==> src/rtl/levinson_control.sv <==
// levinson_control: sequencer for the Levinson-Durbin recursion, driving
// the autocorrelation/coefficient RAM addresses and the MAC/divider strobes.
module levinson_control #(
   parameter int ORDER = 10
) (
   input  logic       clk,
   input  logic       reset,
   input  logic       start,
   input  logic       div_done,
   output logic       busy,
   output logic       done,
   output logic [3:0] raddr,
   output logic [3:0] a_raddr,
   output logic [3:0] m_raddr,
   output logic [3:0] waddr,
   output logic       we,
   output logic       bank,
   output logic [3:0] order_i,
   output logic       mac_clr,
   output logic       mac_en,
   output logic       sel_r,
   output logic       div_start,
   output logic       k_we,
   output logic       err_load,
   output logic       err_upd
);
   typedef enum logic [2:0] {IDLE, INIT, ACC, DIV, KWR, UPD, ERR, DONE} state_t;
   localparam logic [3:0] ORD = 4'(ORDER);
   state_t     state, state_n;
   logic [3:0] i, j;
   logic       div_first;
   logic       acc_last, upd_last;
   assign acc_last = j == i;
   assign upd_last = j == i - 4'd1;
   assign order_i  = i;
   always_ff @(posedge clk) begin
      if (reset) begin
         state     <= IDLE;
         i         <= 4'd0;
         j         <= 4'd0;
         bank      <= 1'b0;
         div_first <= 1'b0;
      end else begin
         state     <= state_n;
         // DIV is only entered from ACC, so this marks its first cycle
         div_first <= state == ACC;
         case (state)
            INIT: begin
               i    <= 4'd1;
               j    <= 4'd1;
               bank <= 1'b0;
            end
            ACC: j <= acc_last ? 4'd1 : j + 4'd1;
            UPD: j <= upd_last ? j : j + 4'd1;
            ERR: begin
               bank <= ~bank;
               if (i != ORD) begin
                  i <= i + 4'd1;
                  j <= 4'd1;
               end
            end
            default: ;
         endcase
      end
   end
   always_comb begin
      state_n   = state;
      busy      = state != IDLE;
      done      = state == DONE;
      raddr     = 4'd0;
      a_raddr   = 4'd0;
      m_raddr   = 4'd0;
      waddr     = 4'd0;
      we        = 1'b0;
      mac_clr   = 1'b0;
      mac_en    = 1'b0;
      sel_r     = 1'b0;
      div_start = 1'b0;
      k_we      = 1'b0;
      err_load  = 1'b0;
      err_upd   = 1'b0;
      case (state)
         IDLE: state_n = start ? INIT : IDLE;
         INIT: begin
            err_load = 1'b1;
            mac_clr  = 1'b1;
            state_n  = ACC;
         end
         ACC: begin
            mac_en  = 1'b1;
            sel_r   = acc_last;
            raddr   = acc_last ? i : i - j;
            a_raddr = acc_last ? 4'd0 : j;
            state_n = acc_last ? DIV : ACC;
         end
         DIV: begin
            div_start = div_first;
            state_n   = (div_done && !div_first) ? KWR : DIV;
         end
         KWR: begin
            k_we    = 1'b1;
            we      = 1'b1;
            waddr   = i;
            state_n = (i > 4'd1) ? UPD : ERR;
         end
         UPD: begin
            a_raddr = j;
            m_raddr = i - j;
            we      = 1'b1;
            waddr   = j;
            state_n = upd_last ? ERR : UPD;
         end
         ERR: begin
            err_upd = 1'b1;
            mac_clr = 1'b1;
            state_n = (i == ORD) ? DONE : ACC;
         end
         DONE: state_n = IDLE;
         default: state_n = IDLE;
      endcase
   end
endmodule

==> config.mk <==
export PLATFORM = sky130hd
export DESIGN_NAME = levinson_control
export DESIGN_NICKNAME = d
export VERILOG_FILES = /design/src/rtl/levinson_control.sv
export SDC_FILE = /design/constraint.sdc
export NUM_CORES = 1
export LEC_CHECK = 0
export BUFFER_PORTS_ARGS = -buffer_cell sky130_fd_sc_hd__buf_2
export CORE_AREA = 2 2 49 69
export DETAILED_ROUTE_END_ITERATION = 10
export DIE_AREA = 0 0 51 71
export HOLD_SLACK_MARGIN = 0.02
export PLACE_DENSITY = 0.67
export SLEW_MARGIN = 15
export SYNTH_ARGS = -nofsm -noshare
export SYNTH_HDL_FRONTEND = slang
export SYNTH_SLANG_ARGS = --single-unit
==> constraint.sdc <==
create_clock -name clk -period 5.7 [get_ports clk]
set_clock_uncertainty 0.1 [all_clocks]
set_input_delay 0.855 -clock clk [delete_from_list [all_inputs] [get_ports clk]]
set_output_delay 0.855 -clock clk [all_outputs]
set_load 0.01 [all_outputs]
# Yosys cells after proc, flatten, opt, wreduce, memory -nomap -nowiden
# Index checks and enable logic that the tools add are counted.
[totals]
input_bits = 4
word_cells = 62
output_inout_bits = 31
reg_bits = 13
[classes]
n_eq_ne = 13
n_reduce_logical = 10
mux = 28
addsub = 4
magnitude_cmp = 1
bitwise = 1
[ops]
columns = ["cell", "n"]
rows = [
  ["two-way mux 4 bit", 8],
  ["case mux 3 bit (8 select lines)", 1],
  ["case mux 4 bit (2 select lines)", 3],
  ["case mux 4 bit (4 select lines)", 1],
  ["equality test 3 bit (second input constant)", 4],
  ["two-way mux 1 bit", 10],
  ["adder 4 x 1 -> 4 bit (second input constant)", 2],
  ["equality test 4 bit", 2],
  ["equality test 3 x 2 -> 1 bit (second input constant)", 2],
  ["two-way mux 3 bit", 2],
  ["equality test 4 bit (second input constant)", 1],
  ["greater-than comparator 4 x 1 -> 1 bit (second input constant)", 1],
  ["two-way mux 2 bit", 2],
  ["!= test 2 bit (second input constant)", 2],
  ["!= test 4 bit (second input constant)", 1],
  ["nonzero test 4 bit", 1],
  ["OR reduction 2 bit", 2],
  ["subtractor 4 x 1 -> 4 bit (second input constant)", 1],
  ["subtractor 4 bit", 1],
  ["equality test 3 x 1 -> 1 bit (second input constant)", 1],
  ["logical NOT 3 bit", 1],
  ["AND reduction 3 bit", 1],
  ["nonzero test 3 bit", 1],
  ["case mux 1 bit (2 select lines)", 1],
  ["other kinds (5)", 5],
]

# Depth between registers and ports, before layout
[depth]
word_depth = 4
ltp_mapped = 7
mapped_depth_nobuf = 7

# Worst setup path after synthesis
# OpenSTA, ideal clock, no wires.
[synth_timing]
path_kind = "reg2out"
from = "register i[0] (netlist: order_i[0])"
to = "output port raddr[2]"
required_time_ps = 4745
arrival_ps = 1684
n_path_buf = 0
stages_incl_launch_ff = 8
setup_slack_ps = 3061
path_cell_list = "dfxtp_1 inv_1 ha_1 fa_1 xor2_1 nor2_1 a21oi_1 nor2_1"
[synth_via]
elab_chain_cells = 3
elab_cells_between_ends = 4
cone_classes = "add/sub: 1; eq/ne: 1; mux: 2"
[synth_rtl]
columns = ["element", "line_no", "source"]
rows = [
  ["start: declaration", "30", "logic [3:0] i, j;"],
  ["start signal: assignment", "58", "i <= i + 4'd1;"],
  ["subtractor 4 bit / equality test 4 bit (equally long branches)", "92, 33", ""],
  ["two-way mux 4 bit (*)", "92", "raddr = acc_last ? i : i - j;"],
  ["two-way mux 4 bit (*)", "82", "case (state)"],
  ["end: declaration", "12", "output logic [3:0] raddr,"],
]
# Every way passes the cells marked *; elsewhere a longest branch is shown, timed or not.

# Final worst setup path
[layout_timing]
from = "register i[0] (netlist: order_i[0])"
to = "output port a_raddr[0]"
[layout_via]
elab_chain_cells = 3
[layout_rtl]
columns = ["element", "line_no", "source"]
rows = [
  ["equality test 4 bit", "33", "assign acc_last = j == i;"],
  ["two-way mux 4 bit", "93", "a_raddr = acc_last ? 4'd0 : j;"],
  ["case mux 4 bit (2 select lines)", "82", ""],
  ["end: declaration", "13", "output logic [3:0] a_raddr,"],
]
# No other way between the ends.

==> results.md <==
* Antenna violation net count after detailed routing at 0
* M1 GR Usage at between 20% and 30%
* Critical R2R Launch: order_i[0]
* # setup viols final at 0
* CTS H-tree depth at 1
* IO buf count at 34
* Part of the power in the clock network at 33.2%
* Cts repair resizes at 0
* Final worst slack at between 2 and 2.5 ns
* CP max FO at 10
* Root Buffer: clkbuf_8
* Core box area at about 3000 um^2
* Cell with the most instances after synthesis: nor2_1
* TNS Setup at 0 ns
* Max_cap viols at 0
* Syn_nets at between 150 and 200
* Num CTS Buffers at 3
* Synth-to-layout area growth at 18.0%
* I/O pin count at 35
* Post-CTS setup repair buffer count at 0
* Flop pwr share at around two fifths
* Reg2Reg Setup Slack at ~3.4 ns
* NetSw at about 0.000081 W
* Min cycle time layout at approximately 3.2 ns
* Diode count at 0
* DP Wirelength at approximately 2300 um
* Sequential share of the synthesized area at 22.3%
* DRT iter0 DRCs at 21
* Period Utilization, post-route at a little under three fifths
* Measured slew at the worst slew-check pin at around 0.77 ns
* Worst Hold Slack at roughly 0.47 ns
* Worst hold path type: reg -> reg
* Worst setup EP type: primary output
* Hold Crit Start: bank
* Synth top area cells: dfxtp_1 22%, ha_1 8.6%, nor2_1 6.4%
* Critical Path RT at 4.74 ns
* P_leak at approximately 0.67 nW
* Die width at slightly above 50 um
* Crit path DAT at between 2 and 2.5 ns
* CTS Sinks at 13
* Largest net degree at the start of global routing at 19
* Number of synthesized flops with an enable pin at 0
* Initial antenna violation count at 0
* FF-to-FF End: j[0]
* Met2 Use GR at between 30% and 40%
* Drt wl/cell at 13.6 um
* Drt pass-1 iters at 4
* Commonest cells in the synthesized netlist: 20 x nor2_1, 13 x dfxtp_1, 11 x inv_1, 9 x a21oi_1
* P per Cell Area at ~180 nW/um^2
* Remaining global-route overflow at 0
* GRT busiest layer: met2
* Synthesis-stage register bit count at 13
* Slew Viols, Final at 0
* Total global-route track usage at between 10% and 20%
* Status: finished, final reports clean
* Clk pin slew, worst setup/hold paths at 0.05 ns
* Library cells used by synthesis at between 40 and 50
* CTS Buffer Depth at 2
* WS Path Type: reg -> out
* Mapped cell area at between 1000 and 1500 um^2
* Starting Density at 38.5%
* Core Rows at 24
* Reg2Reg Depth at 7
* Logic gate share of total power at between 20% and 30%
* Die area at approximately 3600 um^2
* DR DRC count at 0
* Hold-critical path depth at 2
* Core Util, Final at between 40% and 50%
* Sw frac at between 30% and 40%
* RePlAce Congestion at roughly 0.84
* Vias at approximately 1.1k
* Syn Inst Count at 147
* First-pass GRT wire length at between 4000 and 5000 um
* Final wirelength at approximately 3000 um
* Clk_lat worst skew at 0.24 ns
* Avg Cell Area, Syn at 7.95 um^2
* GR Layer Usage met3 at approximately 4%
* Place WS at roughly 2.8 ns
* Hold Path End: bank
* Peak VDD IR at 0.000131 V
* Vias in the first global route at roughly 1.1k
* Fin nets at around 190
* Yosys top cell area share at around 22%
* Worst setup SP type: register
* Ys Warns at 0
* RSZ-0062 raised after global routing: no
* Async S/R FF share, synth at 0%
* Post-CTS Hold Buffers at 0
* Fmax at 310 MHz
* Cell taking the most area after synthesis: dfxtp_1
* Relative slew slack at 48.7%
* Hold Vio Cnt, Final at 0
* Die H at approximately 71 um
* Ys flop type: dfxtp_1
* Fraction of layout cells with a size suffix above 1 at roughly a quarter
* CTS tree: done
* Vias per cell at between 5 and 6
* Internal power at about 0.00017 W
-- sequential cells by signal (all words and copies together) (netlist names) --
signal / flops
div_first: 1
state: 3
j: 4
order_i: 4
bank: 1
-- area by class of cell --
class	instances	area, um^2
tap	39	48.8
sequential	13	260
inverter	11	41.3
multi-input combinational	116	813
fill	317	1650
timing repair buffer	34	170
clock buffer	4	45.0
-- kinds of logic (layout without fill, tap and decap cells) --
family          after synthesis  in the layout  share of synthesized area [%]
mux                           5              5                           4.28
fa+ha+maj                     9              9                           10.3
xor+xnor                      7              7                           7.17
buf+inv                      18             49                           8.14
flops                        13             13                           22.3
simple gates                 69             69                           31.9
compound gates               26             26                           16.0
-- stage by stage --
step	power, W	cells	cell area [um^2]
2_1_floorplan	0.000155	147	1170
3_3_place_gp	0.000167	213	1330
3_5_place_dp	0.000169	213	1330
4_1_cts	0.000253	217	1380
5_1_grt	0.000265	217	1380
6_report	0.000251	217	1380
-- cell usage in the layout, fill, tap and decap left out, types with 2 or more instances in the layout --
cell type / instances
and3_1: 5
nor2_1: 20
nand2_1: 8
clkbuf_8: 3
inv_1: 11
ha_1: 8
nor3_1: 8
a21oi_1: 9
a211oi_1: 2
nand2b_1: 4
buf_2: 34
mux2i_1: 5
nor2b_1: 4
nand3_1: 5
and2_1: 5
xnor2_1: 2
dfxtp_1: 13
xor2_1: 3
o21ai_0: 3
a21o_1: 3
-- power by group through the flow --
stage	registers, W	clock network, W	logic [W]
after detailed placement	0.000106	0	0.0000632
after global routing	0.000105	0.0000891	0.0000702
after global placement	0.000106	0	0.0000608
final	0.000104	0.0000834	0.0000632
after floorplan	0.0000998	0	0.0000549
after CTS	0.000104	0.0000854	0.0000638
-- routing by layer --
metal	part of all wire (%)	wire, um	up-vias
li1	-	-	566
met1	40	1190	536
met2	54	1590	27
met3	4.7	138	7
met4	1.2	36	0
met5	0	0	-
-- worst max path at each step --
stage               startpoint         end  slack, ns
global route        order_i[0]  a_raddr[0]       2.31
CTS                 order_i[0]  a_raddr[0]       2.48
floorplan           order_i[0]    raddr[2]       3.06
global placement    order_i[0]  a_raddr[0]       2.87
detailed placement  order_i[0]  a_raddr[0]       2.77
finish              order_i[0]  a_raddr[0]       2.48
-- worst max-delay path, cell delays in order, from the launching register on --
cell,delay (ns)
dfxtp_1,0.51
inv_1,0.14
ha_1,0.40
nand3_1,0.14
nor2_2,0.32
o21ai_1,0.19
and2_1,0.21
buf_2,0.13
No activity file was read; power rests on OpenSTA's default activity.
